`config.mk`:
```
export PLATFORM = sky130hd
export DESIGN_NAME = uart_tx_buf
export DESIGN_NICKNAME = d
export VERILOG_FILES = /design/src/rtl/uart_tx_buf.sv
export SDC_FILE = /design/constraint.sdc
export NUM_CORES = 1
export LEC_CHECK = 0
export CORE_UTILIZATION = 30
export CTS_CLUSTER_SIZE = 8
export DETAILED_ROUTE_END_ITERATION = 10
export GPL_TIMING_DRIVEN = 0
export PLACE_DENSITY = 0.57
export REMOVE_ABC_BUFFERS = 1
export SKIP_LAST_GASP = 1
export SLEW_MARGIN = 20
export SYNTH_ARGS = -nofsm -noshare
export SYNTH_HDL_FRONTEND = slang
export SYNTH_SLANG_ARGS = --single-unit
export TNS_END_PERCENT = 100
```
`constraint.sdc`:
```
create_clock -name clk_i -period 4 [get_ports clk_i]
set_clock_uncertainty 0.2 [all_clocks]
set_input_delay 0.8 -clock clk_i [delete_from_list [all_inputs] [get_ports clk_i]]
set_output_delay 0.8 -clock clk_i [all_outputs]
set_load 0.02 [all_outputs]
```
`src/rtl/uart_tx_buf.sv`:
```
// uart_tx_buf: buffered UART transmitter (8N1, optional even parity).
// Bytes offered on a valid/ready handshake are queued in a small circular
// FIFO. The FSM serialises them LSB-first onto a registered, idle-high line.
//
// Ports:
//   clk_i      system clock
//   rst_i      asynchronous active-high reset
//   data_i     byte to send (captured only on an accepted write)
//   valid_i    data_i is valid
//   ready_o    FIFO has room; a write happens on valid_i && ready_o
//   uart_tx_o  serial line, idle high, registered
//   busy_o     frame in progress or FIFO non-empty
//   level_o    FIFO occupancy
//
// Build option: define UART_TX_PARITY_EN to insert an even-parity bit
// between the data bits and the stop bit (11-bit frames).
//
// state  | meaning
// IDLE   | line high, waiting for a queued byte
// START  | start bit (line low)
// DATA   | data bits, LSB first
// PARITY | even parity bit (UART_TX_PARITY_EN only)
// STOP   | stop bit (line high); chains into START if data is queued
module uart_tx_buf #(
  parameter int CLK_DIV    = 1042,
  parameter int FIFO_DEPTH = 4
) (
  input  logic                          clk_i,
  input  logic                          rst_i,
  input  logic [7:0]                    data_i,
  input  logic                          valid_i,
  output logic                          ready_o,
  output logic                          uart_tx_o,
  output logic                          busy_o,
  output logic [$clog2(FIFO_DEPTH):0]   level_o
);

  localparam int PW = $clog2(FIFO_DEPTH);
  localparam int LW = PW + 1;
  localparam int CW = $clog2(CLK_DIV);
  localparam logic [CW-1:0] CNT_LOAD = CW'(CLK_DIV - 1);
  localparam logic [LW-1:0] FULL     = LW'(FIFO_DEPTH);

  typedef enum logic [2:0] {
    IDLE,
    START,
    DATA,
`ifdef UART_TX_PARITY_EN
    PARITY,
`endif
    STOP
  } state_t;

  state_t        state, state_nx;
  logic [CW-1:0] cnt, cnt_nx;
  logic [2:0]    bit_idx, bit_nx;
  logic [7:0]    shift, shift_nx;
  logic          tx, tx_nx;
  logic          load, pop, push;

  logic [7:0]    mem [FIFO_DEPTH];
  logic [PW-1:0] wr_ptr, rd_ptr;
  logic [LW-1:0] level;
  logic [7:0]    head;

  assign head      = mem[rd_ptr];
  assign ready_o   = (level != FULL);
  assign push      = valid_i && ready_o;
  assign level_o   = level;
  assign uart_tx_o = tx;
  assign busy_o    = (state != IDLE) || (level != '0);

  // FIFO storage needs no reset: pointers and level define what is valid.
  always_ff @(posedge clk_i) begin
    if (push) mem[wr_ptr] <= data_i;
  end

  // Pointers wrap naturally since FIFO_DEPTH is a power of two.
  always_ff @(posedge clk_i or posedge rst_i) begin
    if (rst_i) begin
      wr_ptr <= '0;
      rd_ptr <= '0;
      level  <= '0;
    end else begin
      if (push) wr_ptr <= wr_ptr + 1'b1;
      if (pop)  rd_ptr <= rd_ptr + 1'b1;
      case ({push, pop})
        2'b10:   level <= level + 1'b1;
        2'b01:   level <= level - 1'b1;
        default: level <= level;
      endcase
    end
  end

`ifdef UART_TX_PARITY_EN
  logic par;

  always_ff @(posedge clk_i or posedge rst_i) begin
    if (rst_i)    par <= 1'b0;
    else if (pop) par <= ^head;
  end
`endif

  always_ff @(posedge clk_i or posedge rst_i) begin
    if (rst_i) begin
      state   <= IDLE;
      cnt     <= '0;
      bit_idx <= '0;
      shift   <= '0;
      tx      <= 1'b1;
    end else begin
      state   <= state_nx;
      cnt     <= cnt_nx;
      bit_idx <= bit_nx;
      shift   <= shift_nx;
      tx      <= tx_nx;
    end
  end

  always_comb begin
    state_nx = state;
    cnt_nx   = cnt;
    bit_nx   = bit_idx;
    shift_nx = shift;
    tx_nx    = tx;
    load     = 1'b0;
    pop      = 1'b0;

    case (state)
      IDLE: begin
        tx_nx = 1'b1;
        load  = (level != '0);
      end
      START: begin
        if (cnt == '0) begin
          state_nx = DATA;
          bit_nx   = 3'd0;
          cnt_nx   = CNT_LOAD;
          tx_nx    = shift[0];
        end else begin
          cnt_nx = cnt - 1'b1;
        end
      end
      DATA: begin
        if (cnt == '0) begin
          cnt_nx = CNT_LOAD;
          if (bit_idx == 3'd7) begin
`ifdef UART_TX_PARITY_EN
            state_nx = PARITY;
            tx_nx    = par;
`else
            state_nx = STOP;
            tx_nx    = 1'b1;
`endif
          end else begin
            bit_nx   = bit_idx + 3'd1;
            shift_nx = shift >> 1;
            tx_nx    = shift[1];
          end
        end else begin
          cnt_nx = cnt - 1'b1;
        end
      end
`ifdef UART_TX_PARITY_EN
      PARITY: begin
        if (cnt == '0) begin
          state_nx = STOP;
          cnt_nx   = CNT_LOAD;
          tx_nx    = 1'b1;
        end else begin
          cnt_nx = cnt - 1'b1;
        end
      end
`endif
      STOP: begin
        if (cnt == '0) begin
          state_nx = IDLE;
          tx_nx    = 1'b1;
          // Queued data chains directly into the next start bit.
          load     = (level != '0);
        end else begin
          cnt_nx = cnt - 1'b1;
        end
      end
      default: begin
        state_nx = IDLE;
        tx_nx    = 1'b1;
      end
    endcase

    if (load) begin
      pop      = 1'b1;
      shift_nx = head;
      cnt_nx   = CNT_LOAD;
      tx_nx    = 1'b0;
      state_nx = START;
    end
  end

endmodule
```
==> flow_summary.yaml, run 1 <==
yosys:
  yosys_warnings: 0
  synth.distinct_cells: 53
  ys.flop_type: "edfxtp_1"
  synth_area_per_cell_um2: 13.15
  synth_area_leaders: "edfxtp_1 31%, dfrtp_1 25%, mux4_2 5.9%, ha_1 4.9%, mux2i_1 2.6%"
  synthCells: 234
  yosysTopAreaCellShare_pct: 31.23
  seq_area_frac_synth_pct: 57.30
  synth_seq_cells: 64
  synth_edf_count: 32
  yosys.cell_count.top_type: "edfxtp_1"
  synth_area_um2: 3077
  yosys-top-cells-count: "32 x edfxtp_1, 31 x dfrtp_1, 20 x nand2_1, 15 x o21ai_0, 13 x inv_1"
  synth_area_leader_cell: "edfxtp_1"
  async_flop_share_pct: 50.00
placement:
  port_buffers: 16
  dp.cells: 377
  hpwl_um: 3794
  post-place-ws_ns: 0.3282
  place_area_um2: 3374
  routabilityCongestion: 0.8737
sta:
  rsz0062_at_grt: "false"
  timing.final.crit_share_pct: 91.99
  hold_slack_ns: 0.3355
  setup_viol: 0
  layout_min_cycle_time_ns: 3.680
  tightest_slew_ns: 0.9042
  tns_ns: 0
  finalHoldViolations: 0
  setup_ws_ns: 0.3205
  max_freq_ghz: 0.2718
  slew_headroom_pct: 39.65
  drv_slew: 0
clock_network:
  clk_path_buf_depth: 2
  cts_buffers: 9
  insertion_delay_ns: 0.34
  cts.reportedPaths.clkPinSlew_ns: 0.07
  cts_tree: "done"
  post_cts_resized: 0
  cts_root_buffer: "clkbuf_8"
  cts_setup_buffers: 0
  holdBufCountCts: 0
  clock-sinks: 64
  htreeDepth: 3
power:
  ir_drop_v: 0.0002518
  powerDensity_nw_per_um2: 483.9
  total_power_mw: 1.746
  leakagePower_nw: 1.434
min_path:
  hold_path.startpoint: "level_o[0]"
  hold_path_depth: 1
  hold_path.class: "reg -> reg"
  hold_end: "level_o[0]"
worst_setup_path:
  r2r-start: "cnt[0]"
  arrival_ns: 3.74
  cp_slowest_cell: "nor2_2"
  crit_chain: "inv_1 > ha_1 > nor3b_1 > a41oi_1 > nor2_2 > ha_1 > inv_1 > fa_1 > xor2_1 > nor2_1 > xor2_1"
  reg2reg_depth: 11
  reg2reg_slack_ns: 0.32
  crit_path_end_kind: "register"
  r2r_end: "level_o[2]"
  cp_max_fo: 23
  cp.required_ns: 4.06
  max_stage_delay_ns: 0.75
  path_class: "reg -> reg"
  start_kind: "register"
die:
  die_x_um: 103.3
  coreArea_um2: 9864
  die-area_um2: 10660
  num_rows: 36
  dieHeight_um: 103.3
  initial_core_util_pct: 31.19
  ios: 17
grt:
  antenna_found_initial: 0
  overflow: 0
  grt.total_usage_pct: 11.92
  grt_pass1_wl_um: 9342
  grt_pass1_vias: 1886
  grt_max_degree: 33
route:
  wirelength_um: 5555
  via_per_inst: 4.840
  vias: 1902
  post-route-drc-count: 0
  drt_iter0_markers: 88
  firstDrtPassIters: 4
  ant_nets: 0
  wire_per_inst_um: 14.13
final_layout:
  n_antenna_cell: 0
  drive_gt1_share_pct: 15.38
  fin_area_um2: 3608
  instances_no_fill: 393
  nets: 279
  syn_to_final_growth_pct: 17.28
  fin_util_pct: 36.58
outcome:
  run_status: "complete, no violations"
run:
  maxCapViolations: 0
[routing by layer]
layer | up-vias | track usage, % | part of all wire (%)
met5 | - | 0 | 0
met4 | 0 | 5.092 | 2.1
met3 | 11 | 4.167 | 3.5
met2 | 40 | 18.97 | 49
met1 | 924 | 14.76 | 46
li1 | 927 | - | -
[where the power goes]
part	internal (mW)	total, mW	switching (mW)	leakage [nW]
Clock	0.409	0.659	0.251	0.116
Combinational	0.110	0.256	0.146	0.652
Sequential	0.791	0.831	0.0401	0.666
[layout by cell type, fill, tap and decap left out, drive strengths merged, types with 9 or more instances in the layout]
cell and n:
clkbuf 9, nand2 21, dfrtp 31, ha 12, clkdlybuf4s50 16, edfxtp 32, o21ai 19, inv 13
[how the worst max path moves through the flow]
| stage | slack (ns) | end | depth (start not counted) | from |
|---|---|---|---|---|
| after CTS | 0.31 | level_o[2] | 11 | cnt[0] |
| after global placement | -0.07 | level_o[2] | 11 | cnt[0] |
| after floorplan | 0.64 | level_o[2] | 11 | cnt[0] |
| after global routing | 0.06 | level_o[2] | 11 | cnt[0] |
| final | 0.32 | level_o[2] | 11 | cnt[0] |
| after detailed placement | 0.33 | level_o[2] | 11 | cnt[0] |
[worst max-delay path: cells and delay by family (launching register included)]
family                   cells  cell delay (ns)
XOR/XNOR                     2             0.29
flip-flops                   1             0.46
adder cells (fa/ha/maj)      3             0.87
AND/OR/NAND/NOR              3             1.34
buffers and inverters        2             0.17
AO/OA/AOI/OAI                1             0.25
[area by class of cell]
type | instances | area, µm²
multi-input combinational | 151 | 1236
clock buffer | 9 | 123.9
timing repair buffer | 16 | 160.2
clock inverter | 7 | 110.1
sequential | 64 | 1763
tap | 133 | 166.4
fill | 965 | 6256
inverter | 13 | 48.80
[sequential cells by signal, indices dropped and copies added, names as in the netlist]
signal	flops
bit_idx	3
cnt	11
level_o	3
mem	32
rd_ptr	2
shift	8
state	2
uart_tx_o	1
wr_ptr	2
[cells by family after synthesis]
kind of cell,after synthesis,share of synthesized area (%)
flip-flops,64,57.30
AO/OA/AOI/OAI,50,11.88
adder cells (fa/ha/maj),13,5.531
XOR/XNOR,7,1.993
multiplexers,18,9.313
AND/OR/NAND/NOR,63,11.39
buffers and inverters,19,2.603
Note: power is estimated with default switching activity, not from simulation.
==> run 2, diff against run 1 <==
- RECOVER_POWER: default -> 50
==> flow_summary.yaml, run 2 (synthesis results as in run 1) <==
sta:
  max_freq_ghz: 0.2718
  setup_viol: 0
  tightest_slew_ns: 1.232
  drv_slew: 0
  timing.final.crit_share_pct: 91.99
  layout_min_cycle_time_ns: 3.680
  finalHoldViolations: 0
  slew_headroom_pct: 17.79
  rsz0062_at_grt: "false"
  tns_ns: 0
  setup_ws_ns: 0.3205
power:
  p_seq_share_pct: 47.6
  leakagePower_nw: 1.437
  ir_drop_v: 0.0002527
  p_sw_share_pct: 25.08
  p_int_mw: 1.307
  pwr-share-comb_pct: 14.6
  powerDensity_nw_per_um2: 483.6
  clkPwrFrac_pct: 37.8
  switching_power_mw: 0.4376
final_layout:
  final_common_cell: "edfxtp_1"
  most-common-layout-cells: "32 x edfxtp_1, 31 x dfrtp_1, 20 x nand2_1"
  nets: 279
  instances_no_fill: 393
  n_antenna_cell: 0
  largest_register: "mem"
  largest_register_ffs: 32
  reg_top3: "mem: 32 flops, cnt: 11 flops, shift: 8 flops"
  drive_gt1_share_pct: 15.00
  nFillCells: 965
  syn_to_final_growth_pct: 17.28
clock_network:
  cts_tree: "done"
  cts_root_buffer: "clkbuf_8"
  holdBufCountCts: 0
  post_cts_resized: 0
  clock-sinks: 64
  cts_setup_buffers: 0
  cts.reportedPaths.clkPinSlew_ns: 0.07
  cts_buffers: 9
  insertion_delay_ns: 0.34
  htreeDepth: 3
  clk_path_buf_depth: 2
die:
  dieHeight_um: 103.3
  die_x_um: 103.3
  initial_core_util_pct: 31.19
  coreArea_um2: 9864
  ios: 17
  die-area_um2: 10660
  num_rows: 36
grt:
  grt_pass1_wl_um: 9342
  grt_pass1_vias: 1886
  grt.total_usage_pct: 11.92
  overflow: 0
  grt_max_degree: 33
  antenna_found_initial: 0
worst_setup_path:
  cp_max_fo: 23
  cp.required_ns: 4.06
  crit_path_end_kind: "register"
  path_class: "reg -> reg"
  start_kind: "register"
  arrival_ns: 3.74
outcome:
  run_status: "complete, no violations"
route:
  wire_per_inst_um: 14.14
  vias: 1901
  via_per_inst: 4.837
  ant_nets: 0
  wirelength_um: 5556
  drt_iter0_markers: 88
  firstDrtPassIters: 4
  post-route-drc-count: 0
placement:
  hpwl_um: 3794
  dp.cells: 377
  post-place-ws_ns: 0.3282
  port_buffers: 16
  routabilityCongestion: 0.8737
min_path:
  hold_path.class: "reg -> reg"
run:
  maxCapViolations: 0
==> run 2: cell count changes in the layout (fill, tap and decap cells not counted), sizes merged <==
cell           change
dlygate4sd3       +10
clkdlybuf4s50     -10
==> run 2: path summary, 6_finish.rpt <==
path | startpoint | end | slack (ns) | depth (start not counted)
setup / recovery | cnt[0] | level_o[2] | 0.32 | 11
hold / removal | level_o[0] | level_o[0] | 0.34 | 1
setup reg to reg | cnt[0] | level_o[2] | 0.32 | 11
hold reg to reg | level_o[0] | level_o[0] | 0.34 | 1
max in group asynchronous | rst_i | shift[7] | 1.83 | 2
min in group asynchronous | rst_i | cnt[2] | 1.04 | 2
==> run 2: metrics by stage <==
step                power [mW]  utilization (%)  hold slack [ns]  cell area (µm²)
detailed placement       1.107            34.21           0.3227             3374
global route             1.830            36.58           0.3715             3608
finish                   1.745            36.58           0.3355             3608
floorplan               0.9987                -           0.2860             3045
CTS                      1.765            36.58           0.3377             3608
global placement         1.095            34.18           0.3182             3372
==> run 2: power by group through the flow <==
stage	registers (mW)	clock network, mW	logic (mW)
finish	0.831	0.660	0.254
global route	0.840	0.707	0.284
CTS	0.832	0.670	0.263
detailed placement	0.845	0	0.262
global placement	0.841	0	0.254
floorplan	0.853	0	0.146
==> run 2: layer usage <==
metal | vias up | track usage (%) | share of wire (%) | wire length, µm
li1 | 926 | - | - | -
met5 | - | 0 | 0 | 0
met2 | 40 | 18.97 | 49 | 2702
met3 | 11 | 4.167 | 3.5 | 197
met4 | 0 | 5.092 | 2.1 | 116
met1 | 924 | 14.76 | 46 | 2539
==> run 2: final cells by class <==
| cell class | instances | area, µm² | share of cell area (%) |
|---|---|---|---|
| flip-flops and latches | 64 | 1763 | 48.86 |
| inverters | 13 | 48.80 | 1.352 |
| well taps | 133 | 166.4 | 4.612 |
| multi-input cells | 151 | 1236 | 34.26 |
| repair buffers | 16 | 160.2 | 4.438 |
| clock inverters | 7 | 110.1 | 3.051 |
| clock buffers | 9 | 123.9 | 3.433 |
==> run 2: critical path, cell delays in order (launching register included) <==
cell     delay [ns]
dfrtp_1        0.46
inv_1          0.11
ha_1           0.18
nor3b_1        0.48
a41oi_1        0.25
nor2_2         0.75
ha_1           0.32
inv_1          0.06
fa_1           0.37
xor2_1         0.15
nor2_1         0.11
xor2_1         0.14
